--- src/rtl/aes_sector_sequencer_if.sv ---
// ---------------------------------------------------------------------------
// aes_sector_sequencer_if
// Bundles the control handshake, the sector-buffer port and the AES-core port
// of the sector sequencer.
//   master : sequencer side (drives busy/done/err, buffer strobes, core input)
//   slave  : environment side (drives start, read data, core results, iv)
// Signals:
//   start/busy/done/err          sector request and status
//   buf_rd_en/buf_wr_en/buf_addr buffer strobes and shared block address
//   buf_rd_data/buf_wr_data      ciphertext in, plaintext out
//   aes_din/aes_decrypt          core data input and start pulse
//   aes_done/aes_dout            core done level and plaintext
//   iv                           CBC initial vector (AES_SEQ_CBC_EN builds only)
// ---------------------------------------------------------------------------
interface aes_sector_sequencer_if #(
    parameter int ADDR_W = 5
);
    logic              start;
    logic              busy;
    logic              done;
    logic              err;
    logic              buf_rd_en;
    logic [ADDR_W-1:0] buf_addr;
    logic [127:0]      buf_rd_data;
    logic              buf_wr_en;
    logic [127:0]      buf_wr_data;
    logic [127:0]      aes_din;
    logic              aes_decrypt;
    logic              aes_done;
    logic [127:0]      aes_dout;
`ifdef AES_SEQ_CBC_EN
    logic [127:0]      iv;
`endif

    modport master (
`ifdef AES_SEQ_CBC_EN
        input  iv,
`endif
        input  start,
        output busy,
        output done,
        output err,
        output buf_rd_en,
        output buf_addr,
        input  buf_rd_data,
        output buf_wr_en,
        output buf_wr_data,
        output aes_din,
        output aes_decrypt,
        input  aes_done,
        input  aes_dout
    );

    modport slave (
`ifdef AES_SEQ_CBC_EN
        output iv,
`endif
        output start,
        input  busy,
        input  done,
        input  err,
        input  buf_rd_en,
        input  buf_addr,
        output buf_rd_data,
        input  buf_wr_en,
        input  buf_wr_data,
        input  aes_din,
        input  aes_decrypt,
        output aes_done,
        output aes_dout
    );
endinterface

--- src/rtl/aes_sector_sequencer.sv ---
// ---------------------------------------------------------------------------
// aes_sector_sequencer
// Walks one SD sector (BLOCKS x 128-bit) through the shared AES decryption
// core: read a ciphertext block from the sector buffer, kick the core, wait
// for its result and write the plaintext back into the same buffer slot.
//
// Ports:
//   clock    single rising-edge clock
//   reset_n  synchronous active-low reset
//   bus      aes_sector_sequencer_if.master (handshake, buffer, core)
//
// Build option:
//   AES_SEQ_CBC_EN  defined   -> CBC: plain = aes_dout ^ chain, chain starts
//                                at iv and follows each block's ciphertext.
//                   undefined -> ECB: plain = aes_dout, no iv / chain.
//
// All outputs come straight from registers; each state's outputs are loaded
// on the edge that enters that state.
// ---------------------------------------------------------------------------
module aes_sector_sequencer #(
    parameter int BLOCKS      = 32,
    parameter int ADDR_W      = 5,
    parameter int TIMEOUT_CYC = 1023
) (
    input  logic                          clock,
    input  logic                          reset_n,
    aes_sector_sequencer_if.master        bus
);

    localparam int                CNT_W    = $clog2(TIMEOUT_CYC + 1);
    localparam logic [ADDR_W-1:0] LAST_BLK = ADDR_W'(BLOCKS - 1);
    localparam logic [ADDR_W-1:0] BLK_ONE  = {{(ADDR_W-1){1'b0}}, 1'b1};
    localparam logic [CNT_W-1:0]  CNT_ONE  = {{(CNT_W-1){1'b0}}, 1'b1};
    // Count value seen in the last permitted wait cycle.
    localparam logic [CNT_W-1:0]  CNT_LAST = CNT_W'(TIMEOUT_CYC - 1);

    typedef enum logic [2:0] {
        S_IDLE    = 3'd0,
        S_READ    = 3'd1,
        S_LATCH   = 3'd2,
        S_KICK    = 3'd3,
        S_WAIT_LO = 3'd4,
        S_WAIT_HI = 3'd5,
        S_WRITE   = 3'd6,
        S_FIN     = 3'd7
    } state_t;

    state_t            state_r;
    logic [ADDR_W-1:0] blk_r;
    logic [CNT_W-1:0]  wait_cnt_r;
    logic              busy_r;
    logic              done_r;
    logic              err_r;
    logic              buf_rd_en_r;
    logic              buf_wr_en_r;
    logic [ADDR_W-1:0] buf_addr_r;
    logic [127:0]      buf_wr_data_r;
    // Holds the current ciphertext from LATCH until the next block's LATCH,
    // so it doubles as the cipher register and stays stable on aes_din.
    logic [127:0]      aes_din_r;
    logic              aes_decrypt_r;
    logic [127:0]      plain_s;

`ifdef AES_SEQ_CBC_EN
    logic [127:0]      chain_r;
    assign plain_s = bus.aes_dout ^ chain_r;
`else
    assign plain_s = bus.aes_dout;
`endif

    // Sequencer state machine with registered outputs.
    always_ff @(posedge clock) begin
        if (!reset_n) begin
            state_r       <= S_IDLE;
            blk_r         <= {ADDR_W{1'b0}};
            wait_cnt_r    <= {CNT_W{1'b0}};
            busy_r        <= 1'b0;
            done_r        <= 1'b0;
            err_r         <= 1'b0;
            buf_rd_en_r   <= 1'b0;
            buf_wr_en_r   <= 1'b0;
            buf_addr_r    <= {ADDR_W{1'b0}};
            buf_wr_data_r <= 128'h0;
            aes_din_r     <= 128'h0;
            aes_decrypt_r <= 1'b0;
`ifdef AES_SEQ_CBC_EN
            chain_r       <= 128'h0;
`endif
        end else begin
            // Single-cycle strobes drop unless the next state re-asserts them.
            buf_rd_en_r   <= 1'b0;
            buf_wr_en_r   <= 1'b0;
            aes_decrypt_r <= 1'b0;
            done_r        <= 1'b0;
            case (state_r)
                S_IDLE: begin
                    if (bus.start) begin
                        blk_r       <= {ADDR_W{1'b0}};
                        err_r       <= 1'b0;
                        busy_r      <= 1'b1;
`ifdef AES_SEQ_CBC_EN
                        chain_r     <= bus.iv;
`endif
                        buf_rd_en_r <= 1'b1;
                        buf_addr_r  <= {ADDR_W{1'b0}};
                        state_r     <= S_READ;
                    end else begin
                        state_r     <= S_IDLE;
                    end
                end
                S_READ: begin
                    state_r <= S_LATCH;
                end
                S_LATCH: begin
                    // Buffer data is valid in the cycle after the read strobe.
                    aes_din_r     <= bus.buf_rd_data;
                    aes_decrypt_r <= 1'b1;
                    state_r       <= S_KICK;
                end
                S_KICK: begin
                    wait_cnt_r <= {CNT_W{1'b0}};
                    state_r    <= S_WAIT_LO;
                end
                S_WAIT_LO: begin
                    // A done left high by the previous block must fall first.
                    wait_cnt_r <= wait_cnt_r + CNT_ONE;
                    if (!bus.aes_done) begin
                        state_r <= S_WAIT_HI;
                    end else if (wait_cnt_r == CNT_LAST) begin
                        err_r   <= 1'b1;
                        busy_r  <= 1'b0;
                        state_r <= S_IDLE;
                    end else begin
                        state_r <= S_WAIT_LO;
                    end
                end
                S_WAIT_HI: begin
                    wait_cnt_r <= wait_cnt_r + CNT_ONE;
                    if (bus.aes_done) begin
                        buf_wr_data_r <= plain_s;
                        buf_wr_en_r   <= 1'b1;
                        buf_addr_r    <= blk_r;
                        state_r       <= S_WRITE;
                    end else if (wait_cnt_r == CNT_LAST) begin
                        err_r   <= 1'b1;
                        busy_r  <= 1'b0;
                        state_r <= S_IDLE;
                    end else begin
                        state_r <= S_WAIT_HI;
                    end
                end
                S_WRITE: begin
`ifdef AES_SEQ_CBC_EN
                    chain_r <= aes_din_r;
`endif
                    if (blk_r == LAST_BLK) begin
                        done_r  <= 1'b1;
                        busy_r  <= 1'b0;
                        state_r <= S_FIN;
                    end else begin
                        blk_r       <= blk_r + BLK_ONE;
                        buf_addr_r  <= blk_r + BLK_ONE;
                        buf_rd_en_r <= 1'b1;
                        state_r     <= S_READ;
                    end
                end
                S_FIN: begin
                    state_r <= S_IDLE;
                end
                default: begin
                    busy_r  <= 1'b0;
                    state_r <= S_IDLE;
                end
            endcase
        end
    end

    assign bus.busy        = busy_r;
    assign bus.done        = done_r;
    assign bus.err         = err_r;
    assign bus.buf_rd_en   = buf_rd_en_r;
    assign bus.buf_wr_en   = buf_wr_en_r;
    assign bus.buf_addr    = buf_addr_r;
    assign bus.buf_wr_data = buf_wr_data_r;
    assign bus.aes_din     = aes_din_r;
    assign bus.aes_decrypt = aes_decrypt_r;

endmodule

--- src/flat_wrapper.sv ---
// flat-port wrapper written by rule: the top's interface ports become plain ports
module aes_sector_sequencer_flat 
#(
    parameter int BLOCKS      = 32,
    parameter int ADDR_W      = 5,
    parameter int TIMEOUT_CYC = 1023
)
  (clock, reset_n, bus_start, bus_busy, bus_done, bus_err, bus_buf_rd_en, bus_buf_addr, bus_buf_rd_data, bus_buf_wr_en, bus_buf_wr_data, bus_aes_din, bus_aes_decrypt, bus_aes_done, bus_aes_dout);
  aes_sector_sequencer_if #(.ADDR_W(ADDR_W)) bus_i ();
  input  logic clock;
  input  logic reset_n;
  input wire logic [$bits(bus_i.start)-1:0] bus_start;
  output wire logic [$bits(bus_i.busy)-1:0] bus_busy;
  output wire logic [$bits(bus_i.done)-1:0] bus_done;
  output wire logic [$bits(bus_i.err)-1:0] bus_err;
  output wire logic [$bits(bus_i.buf_rd_en)-1:0] bus_buf_rd_en;
  output wire logic [$bits(bus_i.buf_addr)-1:0] bus_buf_addr;
  input wire logic [$bits(bus_i.buf_rd_data)-1:0] bus_buf_rd_data;
  output wire logic [$bits(bus_i.buf_wr_en)-1:0] bus_buf_wr_en;
  output wire logic [$bits(bus_i.buf_wr_data)-1:0] bus_buf_wr_data;
  output wire logic [$bits(bus_i.aes_din)-1:0] bus_aes_din;
  output wire logic [$bits(bus_i.aes_decrypt)-1:0] bus_aes_decrypt;
  input wire logic [$bits(bus_i.aes_done)-1:0] bus_aes_done;
  input wire logic [$bits(bus_i.aes_dout)-1:0] bus_aes_dout;
  assign bus_i.start = bus_start;
  assign bus_busy = bus_i.busy;
  assign bus_done = bus_i.done;
  assign bus_err = bus_i.err;
  assign bus_buf_rd_en = bus_i.buf_rd_en;
  assign bus_buf_addr = bus_i.buf_addr;
  assign bus_i.buf_rd_data = bus_buf_rd_data;
  assign bus_buf_wr_en = bus_i.buf_wr_en;
  assign bus_buf_wr_data = bus_i.buf_wr_data;
  assign bus_aes_din = bus_i.aes_din;
  assign bus_aes_decrypt = bus_i.aes_decrypt;
  assign bus_i.aes_done = bus_aes_done;
  assign bus_i.aes_dout = bus_aes_dout;
  aes_sector_sequencer #(.BLOCKS(BLOCKS), .ADDR_W(ADDR_W), .TIMEOUT_CYC(TIMEOUT_CYC)) u_core (.clock(clock), .reset_n(reset_n), .bus(bus_i));
endmodule
--- config.mk ---
export PLATFORM = sky130hd
export DESIGN_NAME = aes_sector_sequencer_flat
export DESIGN_NICKNAME = d
export VERILOG_FILES = /design/src/rtl/aes_sector_sequencer_if.sv /design/src/rtl/aes_sector_sequencer.sv /design/src/flat_wrapper.sv
export SDC_FILE = /design/constraint.sdc
export NUM_CORES = 1
export LEC_CHECK = 0
export CAP_MARGIN = 15
export CORE_AREA = 2 2 205 207
export DETAILED_ROUTE_END_ITERATION = 16
export DIE_AREA = 0 0 207 209
export DONT_BUFFER_PORTS = 1
export PLACE_DENSITY = 0.43
export RECOVER_POWER = 100
export SYNTH_ARGS = -nofsm -noshare
export SYNTH_HDL_FRONTEND = slang
export SYNTH_SLANG_ARGS = --single-unit
--- constraint.sdc ---
create_clock -name clock -period 3.25 [get_ports clock]
set_input_delay 0.65 -clock clock [delete_from_list [all_inputs] [get_ports clock]]
set_output_delay 0.65 -clock clock [all_outputs]
set_load 0.02 [all_outputs]
# Yosys cells after proc, flatten, opt, wreduce, memory -nomap -nowiden
# Cells that the tools add are included.
[totals]
output_inout_bits = 267
mem_bits_rw = 0
latch_bits = 0
register_bits = 285
rom_bits = 0
memories = 0
[op_classes]
n_lt_le_gt_ge = 0
n_bitwise = 0
n_mul = 0
n_reduce_logical = 14
div_mod_pow = 0
addsub = 2
n_shift = 0
n_eq_ne = 15
n_mux = 30
[ops]
columns = ["operator", "count"]
rows = [
  ["3-bit case mux with 8 select lines", 1],
  ["10-bit case mux with 2 select lines", 1],
  ["1-bit 2-to-1 mux", 15],
  ["3-bit 2-to-1 mux", 5],
  ["5-bit 2-to-1 mux", 3],
  ["5-bit case mux with 3 select lines", 1],
  ["3-bit == test (second input constant)", 4],
  ["10-bit by 1-bit adder with 10-bit output (second input constant)", 1],
  ["10-bit == test (second input constant)", 1],
  ["2-bit != test (second input constant)", 5],
  ["5-bit case mux with 2 select lines", 1],
  ["4-bit AND reduction", 2],
  ["3-bit by 2-bit == test with 1-bit output (second input constant)", 2],
  ["2-bit AND reduction", 3],
  ["3-bit nonzero test", 2],
  ["5-bit by 1-bit adder with 5-bit output (second input constant)", 1],
  ["5-bit == test (second input constant)", 1],
  ["5-bit AND reduction", 1],
  ["1-bit case mux with 4 select lines", 1],
  ["2-bit nonzero test", 2],
  ["4-bit nonzero test", 1],
  ["3-bit by 1-bit == test with 1-bit output (second input constant)", 1],
  ["3-bit logical NOT", 1],
  ["1-bit case mux with 3 select lines", 1],
  ["4 further kinds", 4],
]

# Logic depth before layout (Yosys ltp)
# Gate-level depths: netlist (run 1).
[depth]
word_depth = 4
mapped_depth = 8
mapped_depth_nobuf = 7

# Worst setup path after synthesis (run 1)
# Ideal clock, no wire load.
[synth_path]
kind = "register to register"
start = "reg u_core.blk_r[0]"
end = "reg u_core.blk_r[2]"
stages_incl_launch_ff = 9
synth_period_minus_slack_ns = 1.850
arrival_ns = 1.718
setup_time_ns = 0.132
n_path_buf = 1
path_slack_ns = 1.400
cell_sequence = "dfxtp_1 -> ha_1 -> and3_1 -> ha_1 -> nor4bb_1 -> buf_2 -> nor2b_1 -> o21ai_0 -> a21oi_1"
[synth_between]
elab_chain_len = 3
elab_cells_between_ends = 6
[synth_lines]
columns = ["item", "line", "text"]
rows = [
  ["from (decl)", "aes_sector_sequencer.sv:49", "logic [ADDR_W-1:0] blk_r;"],
  ["from (signal assigned)", "aes_sector_sequencer.sv:75", "blk_r <= {ADDR_W{1'b0}};"],
  ["from (signal assigned)", "aes_sector_sequencer.sv:98", "blk_r <= {ADDR_W{1'b0}};"],
  ["from (signal assigned)", "aes_sector_sequencer.sv:161", "blk_r <= blk_r + BLK_ONE;"],
  ["5-bit by 1-bit adder with 5-bit output or 5-bit == test (tied branches)", "aes_sector_sequencer.sv:161, aes_sector_sequencer.sv:156", ""],
  ["5-bit 2-to-1 mux or 2-bit != test (tied branches)", "--", ""],
  ["5-bit case mux with 2 select lines or 3-bit AND reduction (tied branches)", "--", ""],
]
# Parallel ways exist; a longest one is shown, timed or not. The select of a mux whose other input is x is not followed.
# A chain may end at the register's enable or synchronous reset.

# Worst setup path in the final report (run 1)
[layout_path]
start = "reg u_core.state_r[0]"
end = "reg u_core.aes_din_r[99] (netlist: u_core.bus.aes_din[99])"
[layout_between]
elab_chain_len = 1
[layout_lines]
columns = ["item", "line", "text"]
rows = [
  ["from (decl)", "aes_sector_sequencer.sv:48", "state_t state_r;"],
  ["from (signal assigned)", "aes_sector_sequencer.sv:74", "state_r <= S_IDLE;"],
  ["from (signal assigned)", "aes_sector_sequencer.sv:106", "state_r <= S_READ;"],
  ["from (signal assigned)", "aes_sector_sequencer.sv:108", "state_r <= S_IDLE;"],
  ["3-bit by 2-bit == test with 1-bit output", "aes_sector_sequencer.sv:95", "case (state_r)"],
  ["to (signal assigned)", "aes_sector_sequencer.sv:116", "aes_din_r <= bus.buf_rd_data;"],
  ["to (decl)", "aes_sector_sequencer.sv:60", "logic [127:0] aes_din_r;"],
]
# No other way between the ends.

==> flow_metrics.py, run 1 <==
metrics = {
    "setup_path": {
        "cp_max_fo": 51,
        "crit_chain": "and2b_1 > nand2_2 > buf_4 > nand2_1 > a21oi_1",
        "rr_endpoint": "u_core.bus.aes_din[99]",
        "slowest_stage": "nand2_2",
        "slowest_delay_ns": 0.79,
        "startpoint_type": "register",
        "arrival_ns": 3.02,
        "r2r-start": "u_core.state_r[0]",
        "critPathKind": "reg -> reg",
        "worst_r2r_path_depth": 5,
        "ff2ff_setup_slack_ns": 0.69,
        "required_ns": 3.70,
        "endpoint_kind": "register",
    },
    "timing": {
        "slew-limit-headroom_pct": 29.11,
        "fin_hold_ws_ns": 0.2373,
        "tns_ns": 0,
        "timing.fmax_ghz": 0.3901,
        "rsz0062_at_grt": "false",
        "worst-slew-pin-transition_ns": 1.060,
        "drv_slew": 0,
        "setup_viol": 0,
        "final.setup_skew_ns": 0.01439,
        "timing.final.crit_period_ns": 2.563,
        "timing.final.crit_share_pct": 78.87,
        "fin_ws_ns": 0.6867,
        "hold_viol_final": 0,
    },
    "logic_synthesis": {
        "synth.top_cell.area_share_pct": 55.70,
        "yosys.area.top_type": "dfxtp_1",
        "synth_common_cells": "nand2_1, dfxtp_1, a21oi_1, clkbuf_1, buf_2",
        "synth_flop_cell": "dfxtp_1",
        "synth_edf_count": 0,
        "ys_seq_area_share_pct": 55.70,
        "async_reset_ff_share_pct": 0,
        "yosys-top-cells-area": "dfxtp_1, nand2_1, a21oi_1, buf_2, clkbuf_1",
        "syn-cell-area_um2": 10240,
        "avgSynthCellArea_um2": 7.904,
        "yosysUniqueCellTypes": 45,
        "syn_inst": 1296,
        "synth_fp_nets": 1560,
        "synth_most_common_cell": "nand2_1",
        "yosys_warnings": 0,
        "ys_ff_latch": 285,
    },
    "clock_tree": {
        "cts_hold_buf": 0,
        "cts_sinks": 285,
        "tritoncts": "yes",
        "cts_resized": 0,
        "cts_setup_buffers": 0,
        "cts_buffers": 34,
        "cts.root.buffer_cell": "clkbuf_16",
        "cts_max_level": 2,
        "clkTransAtPathRegs_ns": 0.06,
        "clk_path_buf_depth": 3,
        "clk_latency_ns": 0.53,
    },
    "detailed_routing": {
        "wl_per_cell_um": 18.53,
        "drt_iter0_drc": 638,
        "drtAntennaViolNets": 0,
        "dr.pass1.iters": 5,
        "wl_mm": 33.71,
        "vias_per_cell": 4.721,
        "vias": 8587,
        "route.detailed.drc": 0,
    },
    "placed_design": {
        "pre_cts_slack_ns": 1.021,
        "place_congestion": 0.8410,
        "port_buffers": 0,
        "place_hpwl_mm": 24.51,
    },
    "power": {
        "power_density_nw_per_um2": 668.2,
        "vdd_ir_drop_max_v": 0.0002830,
        "leakage_nw": 3.841,
    },
    "floorplanning": {
        "die_w_um": 207,
        "io_pins": 527,
        "core-area_um2": 41290,
        "start_util_pct": 24.81,
        "die_area_um2": 43260,
        "die_h_um": 209,
        "rows": 75,
    },
    "grt": {
        "antenna_found_initial": 1,
        "grt_pass1_vias": 8225,
        "grt_max_degree": 119,
        "overflow": 0,
        "grt_usage_pct": 14.74,
        "grt_pass1_wl_mm": 50.59,
    },
    "job": {
        "cap_violations": 0,
    },
    "cells_and_area": {
        "antenna_cells": 0,
        "areaGrowthSynthToFinish_pct": 15.52,
        "fill_cells": 4542,
        "drive_gt1_share_pct": 6.016,
        "final_nets": 1522,
        "utilization_pct": 28.66,
    },
    "outcome": {
        "status": "completed",
    },
    "worst_hold_path": {
        "hp-class": "in -> reg",
        "min_to": "u_core.bus.err",
        "min_from": "reset_n",
        "min_path_cells": 2,
    },
}
==> layer usage <==
metal	GRT usage, %	share of wire, %	wire, um	vias up
li1	-	-	-	4164
met1	17.42	40	13450	4037
met2	24.18	49	16390	314
met3	4.719	7.8	2636	70
met4	7.167	3.6	1227	2
met5	0	0.030	10	-
==> metrics by stage <==
| step | cell area, um^2 | cells | power (mW) |
|---|---|---|---|
| after global placement | 10780 | 1761 | 4.290 |
| after CTS | 11870 | 1819 | 8.054 |
| after detailed placement | 10780 | 1761 | 4.297 |
| after global routing | 11830 | 1819 | 8.227 |
| final | 11830 | 1819 | 7.907 |
| after floorplan | 10240 | 1296 | 4.156 |
==> where the power goes <==
part / total, mW / internal [mW] / switching, mW
Sequential: 3.82 / 3.60 / 0.220
Combinational: 0.386 / 0.121 / 0.264
Clock: 3.70 / 2.23 / 1.47
==> flip-flops by register name (all words and copies together) (netlist names) <==
register,cells
u_core.blk_r,5
u_core.bus.aes_decrypt,1
u_core.bus.aes_din,128
u_core.bus.buf_addr,5
u_core.bus.buf_rd_en,1
u_core.bus.buf_wr_data,128
u_core.bus.buf_wr_en,1
u_core.bus.busy,1
u_core.bus.done,1
u_core.bus.err,1
u_core.state_r,3
u_core.wait_cnt_r,10
==> cells in the final DEF, fill, tap and decap left out, types with 3 or more instances in the layout <==
cell and n:
buf_12 7, a22o_1 3, nor2_1 15, inv_1 5, buf_4 13, clkbuf_8 7, ha_1 4, a31oi_1 4
nor2b_1 5, dfxtp_1 285, nand3_1 10, clkinv_2 3, nand4_1 7, nand2_1 526, and3_1 3, nand3b_1 3
clkbuf_16 37, o21ai_0 8, nand2b_1 3, o211ai_1 6, a21oi_1 276, clkbuf_1 12, a311oi_1 3
==> area by class of cell <==
| type | count | area, um^2 | share of cell area (%) |
|---|---|---|---|
| multi-input cells | 908 | 4086 | 34.53 |
| flip-flops and latches | 285 | 5705 | 48.21 |
| clock inverters | 5 | 32.53 | 0.2749 |
| clock buffers | 53 | 1056 | 8.924 |
| well taps | 539 | 674.4 | 5.699 |
| inverters | 6 | 30.03 | 0.2538 |
| repair buffers | 23 | 249.0 | 2.104 |
==> worst max-delay path, delay by kind of cell, from the launching register on <==
family / cells / cell delay (ns)
compound gates: 1 / 0.16
buf+inv: 1 / 0.41
flops: 1 / 0.66
simple gates: 3 / 1.22
==> logic make-up after synthesis <==
family                     share of synthesized area, %
buffers and inverters                             4.471
and+or+nand+nor                                   22.83
adders and majority gates                        0.4886
xor gates and xnor gates                        0.08552
AOI/OAI and AO/OA                                 16.01
muxes                                            0.4153
DFF                                               55.70
==> worst max-delay path by stage <==
stage,end,slack [ns],cells past startpoint,start
6_report,u_core.bus.aes_din[99],0.69,5,u_core.state_r[0]
5_1_grt,u_core.bus.aes_din[30],0.44,5,u_core.state_r[0]
4_1_cts,u_core.bus.aes_din[99],1.0,5,u_core.state_r[0]
3_5_place_dp,u_core.bus.aes_din[30],1.02,5,u_core.state_r[0]
3_3_place_gp,u_core.bus.aes_din[118],1.05,5,u_core.state_r[0]
2_1_floorplan,u_core.blk_r[2],1.40,8,u_core.blk_r[0]
Note: power is estimated with default switching activity, not from simulation.
==> run 2: changes to the inputs <==
CORE_AREA = 2 2 202 204   (was 2 2 205 207)
DIE_AREA = 0 0 204 206   (was 0 0 207 209)
PLACE_DENSITY = 0.45   (was 0.43)
clock period = 2.3 ns   (was 3.25 ns; I/O delays follow)
==> run 2 against run 1 <==
Sequential power is 41% higher. Worst hold slack worse by 0.21 ns. Critical path type unchanged. Total power is 43% higher.
==> flow_metrics.py, run 2 (synthesized netlist as in run 1, its figures left out) <==
metrics = {
    "floorplanning": {
        "io_pins": 527,
        "die_h_um": 206,
        "rows": 74,
        "start_util_pct": 25.49,
        "die_area_um2": 42020,
        "core-area_um2": 40180,
        "die_w_um": 204,
    },
    "detailed_routing": {
        "wl_mm": 34.04,
        "wl_met3_mm": 2.315,
        "vias": 8833,
        "routed.top_layer": "met4",
        "drtAntennaViolNets": 0,
        "route.detailed.drc": 0,
        "vias_per_cell": 4.688,
        "dr.pass1.iters": 4,
        "wl_met2_mm": 16.67,
        "wl_per_cell_um": 18.07,
        "drt_iter0_drc": 705,
        "wl_met1_mm": 14.20,
    },
    "timing": {
        "fin_ws_ns": 0.2582,
        "timing.fmax_ghz": 0.4898,
        "worst-slew-pin-transition_ns": 0.6906,
        "drv_slew": 0,
        "timing.final.crit_share_pct": 88.78,
        "rsz0062_at_grt": "false",
        "slew-limit-headroom_pct": 53.96,
        "timing.final.crit_period_ns": 2.042,
        "setup_viol": 0,
        "fin_hold_ws_ns": 0.02489,
        "hold_viol_final": 0,
        "tns_ns": 0,
        "final.setup_skew_ns": 0.01704,
    },
    "setup_path": {
        "worst_r2r_path_depth": 7,
        "cp_max_fo": 9,
        "slowest_stage": "nor4bb_1",
        "startpoint_type": "register",
        "critical-path-top-delay-family": "simple AND/OR/NAND/NOR gates",
        "crit_chain": "ha_1 > and3_1 > ha_1 > nor4bb_1 > clkbuf_2 > o211ai_1 > a21oi_1",
        "cp-startpoint": "u_core.blk_r[0]",
        "slowest_delay_ns": 0.38,
        "r2r-start": "u_core.blk_r[0]",
        "required_ns": 2.79,
        "rr_endpoint": "u_core.bus.buf_addr[1]",
        "cp_num_buf_inv": 1,
        "critPathKind": "reg -> reg",
        "endpoint_kind": "register",
        "cpMostUsedCell": "ha_1",
        "arrival_ns": 2.53,
        "ff2ff_setup_slack_ns": 0.26,
    },
    "power": {
        "power_density_nw_per_um2": 899.4,
        "vdd_ir_drop_max_v": 0.0005905,
        "power_frac_clock_pct": 46.6,
        "switching_share_pct": 24.61,
        "leakage_nw": 4.174,
        "power.switching_mw": 2.786,
        "seq_power_share_pct": 47.7,
        "pwr-share-comb_pct": 5.7,
        "p_int_mw": 8.536,
    },
    "clock_tree": {
        "cts_buffers": 31,
        "cts_resized": 0,
        "cts_sinks": 285,
        "cts.root.buffer_cell": "clkbuf_16",
        "clk_path_buf_depth": 3,
        "cts_setup_buffers": 0,
        "cts_max_level": 1,
        "clkTransAtPathRegs_ns": 0.06,
        "clk_latency_ns": 0.57,
        "tritoncts": "yes",
    },
    "cells_and_area": {
        "design_area_um2": 12590,
        "layout_commonest_cell": "nand2_1",
        "final_nets": 1590,
        "drive_gt1_share_pct": 6.662,
        "final_cell_mix": "nand2_1, dfxtp_1, a21oi_1",
        "utilization_pct": 31.33,
        "areaGrowthSynthToFinish_pct": 22.89,
    },
    "job": {
        "cap_violations": 0,
    },
    "worst_hold_path": {
        "min_path_cells": 2,
        "hp-class": "in -> reg",
        "min_to": "u_core.bus.buf_wr_data[23]",
        "min_from": "bus_aes_dout[23]",
    },
    "outcome": {
        "status": "completed",
    },
    "placed_design": {
        "postPlaceCellArea_um2": 10830,
        "port_buffers": 0,
        "place_congestion": 0.8334,
        "place_hpwl_mm": 24.36,
        "pre_cts_slack_ns": 0.3503,
    },
    "grt": {
        "grt_pass1_vias": 8160,
        "overflow": 0,
        "antenna_found_initial": 1,
        "grt_usage_pct": 14.61,
        "grt_pass1_wl_mm": 48.76,
        "grt_max_degree": 130,
    },
}
-- run 2: changes by cell type in the layout (fill, tap and decap cells not counted), moves of 2 or more --
cell / change
dlygate4sd3_1: +68
clkbuf_8: +2
buf_4: -3
clkbuf_2: +4
bufinv_16: +4
clkbuf_16: -6
clkinv_2: +6
clkinv_4: +2
clkbuf_1: -9
buf_12: +3
-- run 2: power by group through the flow --
stage               logic (mW)  registers, mW  clock network [mW]
finish                   0.646           5.40                5.28
detailed placement       0.554           5.51                   0
global route             0.724           5.41                5.64
floorplan                0.431           5.44                   0
global placement         0.548           5.51                   0
CTS                      0.651           5.40                5.43
-- run 2: final cells by class --
cell class                 count  area [um^2]
fill                        4341        27600
inverter                       6        30.03
multi-input combinational    908         4099
sequential                   285         5705
clock buffer                  41        903.4
clock inverter                17        198.9
timing repair buffer          94        983.4
tap                          532        665.6
antenna                        1        2.502
-- run 2: worst max-delay path by stage --
stage	to	slack, ns	cells past startpoint
global placement	u_core.bus.aes_din[2]	0.36	5
CTS	u_core.blk_r[2]	0.32	7
detailed placement	u_core.blk_r[2]	0.35	7
floorplan	u_core.blk_r[2]	0.45	8
global route	u_core.bus.buf_wr_data[18]	0.03	5
finish	u_core.bus.buf_addr[1]	0.26	7
-- run 2: routing by layer --
| metal | vias up | track usage, % |
|---|---|---|
| li1 | 4313 | - |
| met2 | 291 | 24.37 |
| met4 | 0 | 5.021 |
| met1 | 4170 | 18.67 |
| met3 | 59 | 3.122 |
| met5 | - | 0 |
-- run 2: timing repair --
item | in CTS | in global routing
hold buffers | 64 | 4
setup endpoints to repair | 0 | 0
endpoints found under the hold margin | 66 | 4
-- run 2: metrics by stage --
step,instances,power (mW)
2_1_floorplan,1296,5.872
3_3_place_gp,1757,6.057
3_5_place_dp,1757,6.065
4_1_cts,1879,11.48
5_1_grt,1884,11.78
6_report,1884,11.32
==> run 3: changes to the inputs <==
--- a/config.mk
+++ b/config.mk
@@ -14,2 +14,3 @@
 export RECOVER_POWER = 100
+export SKIP_CTS_REPAIR_TIMING = 1
 export SYNTH_ARGS = -nofsm -noshare
--- a/constraint.sdc
+++ b/constraint.sdc
@@ -3,2 +3,2 @@
 set_output_delay 0.46 -clock clock [all_outputs]
-set_load 0.02 [all_outputs]
+set_load 0.01 [all_outputs]
==> run 3 against run 2 <==
Clock-buffer cell count increased by 3. Global-route usage decreased by 0.18 points. Flip-flop and latch count unchanged. Final cell count decreased by 0.96%. Worst hold slack got worse by 0.015 ns. Register-to-register slack about the same. Critical path depth decreased by 1.
==> flow_metrics.py, run 3 (synthesized netlist as in run 1, its figures left out) <==
metrics = {
    "outcome": {
        "status": "completed",
    },
    "floorplanning": {
        "core-area_um2": 40180,
        "die_w_um": 204,
        "die_h_um": 206,
        "rows": 74,
        "io_pins": 527,
        "die_area_um2": 42020,
        "start_util_pct": 25.49,
    },
    "setup_path": {
        "r2r-start": "u_core.state_r[0]",
        "slowest_stage": "dfxtp_1",
        "endpoint_kind": "register",
        "arrival_ns": 2.49,
        "cp-startpoint": "u_core.state_r[0]",
        "required_ns": 2.75,
        "cp_num_buf_inv": 2,
        "critical-path-top-delay-family": "simple AND/OR/NAND/NOR gates",
        "startpoint_type": "register",
        "slowest_delay_ns": 0.50,
        "rr_endpoint": "u_core.bus.buf_wr_data[91]",
        "crit_chain": "clkbuf_1 > nand3_1 > nand2b_2 > buf_12 > nand2_1 > a21oi_1",
        "ff2ff_setup_slack_ns": 0.27,
        "worst_r2r_path_depth": 6,
        "cp_max_fo": 47,
        "critPathKind": "reg -> reg",
    },
    "placed_design": {
        "pre_cts_slack_ns": 0.3267,
        "place_congestion": 0.8213,
        "place_hpwl_mm": 24.81,
        "port_buffers": 0,
        "place_inst": 1760,
        "postPlaceCellArea_um2": 10840,
    },
    "clock_tree": {
        "clkTransAtPathRegs_ns": 0.06,
        "clk_latency_ns": 0.58,
        "cts_max_level": 1,
        "clk_path_buf_depth": 3,
        "cts_buffers": 31,
        "tritoncts": "yes",
        "cts.root.buffer_cell": "clkbuf_16",
        "cts_sinks": 285,
    },
    "power": {
        "leakage_nw": 4.035,
        "power_density_nw_per_um2": 881.7,
        "vdd_ir_drop_max_v": 0.0005282,
        "power.total_mw": 10.84,
    },
    "grt": {
        "grt_pass1_wl_mm": 47.45,
        "antenna_found_initial": 0,
        "overflow": 0,
        "grt_pass1_vias": 7711,
        "grt_usage_pct": 14.43,
        "grt_max_degree": 88,
    },
    "detailed_routing": {
        "vias_per_cell": 4.717,
        "vias": 8801,
        "wl_mm": 34.28,
        "wl_per_cell_um": 18.37,
        "dr.pass1.iters": 5,
        "route.detailed.drc": 0,
        "drtAntennaViolNets": 0,
        "drt_iter0_drc": 688,
    },
    "timing": {
        "timing.final.crit_share_pct": 88.40,
        "final.setup_skew_ns": 0.02683,
        "timing.final.crit_period_ns": 2.033,
        "rsz0062_at_grt": "false",
        "worst-slew-pin-transition_ns": 0.5677,
        "slew-limit-headroom_pct": 62.15,
        "drv_slew": 0,
        "timing.fmax_ghz": 0.4918,
        "tns_ns": 0,
        "fin_ws_ns": 0.2667,
        "hold_viol_final": 0,
        "setup_viol": 0,
        "fin_hold_ws_ns": 0.009919,
    },
    "cells_and_area": {
        "design_area_um2": 12300,
        "utilization_pct": 30.60,
        "drive_gt1_share_pct": 6.147,
        "fill_cells": 4344,
        "multiInputGateArea_um2": 4086,
        "final_nets": 1576,
        "layout_commonest_cell": "nand2_1",
        "antenna_cells": 0,
        "areaGrowthSynthToFinish_pct": 20.04,
        "final_cells": 1866,
        "seq_area_um2": 5705,
        "final_cell_mix": "nand2_1, dfxtp_1, a21oi_1",
    },
    "worst_hold_path": {
        "min_from": "bus_aes_dout[86]",
        "min_to": "u_core.bus.buf_wr_data[86]",
        "hp-class": "in -> reg",
        "min_path_cells": 2,
    },
    "job": {
        "cap_violations": 0,
    },
}
run 3: worst max-delay path by stage:
stage / depth (start not counted) / to
finish: 6 / u_core.bus.buf_wr_data[91]
global route: 5 / u_core.bus.aes_din[30]
CTS: 7 / u_core.blk_r[2]
detailed placement: 7 / u_core.blk_r[2]
global placement: 7 / u_core.blk_r[2]
floorplan: 8 / u_core.blk_r[2]
run 3: routing by layer:
| layer | global-route usage [%] | part of all wire (%) | vias up |
|---|---|---|---|
| met5 | 0 | 0 | - |
| met4 | 4.193 | 2.4 | 0 |
| met3 | 3.532 | 7.1 | 56 |
| met2 | 24.42 | 50 | 318 |
| met1 | 18.18 | 41 | 4152 |
| li1 | - | - | 4275 |
run 3: where the power goes:
| group | leakage (nW) | switching [mW] | internal, mW |
|---|---|---|---|
| registers | 2.30 | 0.197 | 5.09 |
| logic | 1.24 | 0.403 | 0.233 |
| clock network | 0.494 | 2.04 | 2.88 |
run 3: final cells by class:
type / count / area share (%)
Sequential cell: 285 / 46.40
Inverter: 6 / 0.2442
Tap cell: 532 / 5.413
Timing Repair Buffer: 80 / 6.614
Multi-Input combinational cell: 908 / 33.23
Clock buffer: 44 / 7.194
Clock inverter: 11 / 0.9056
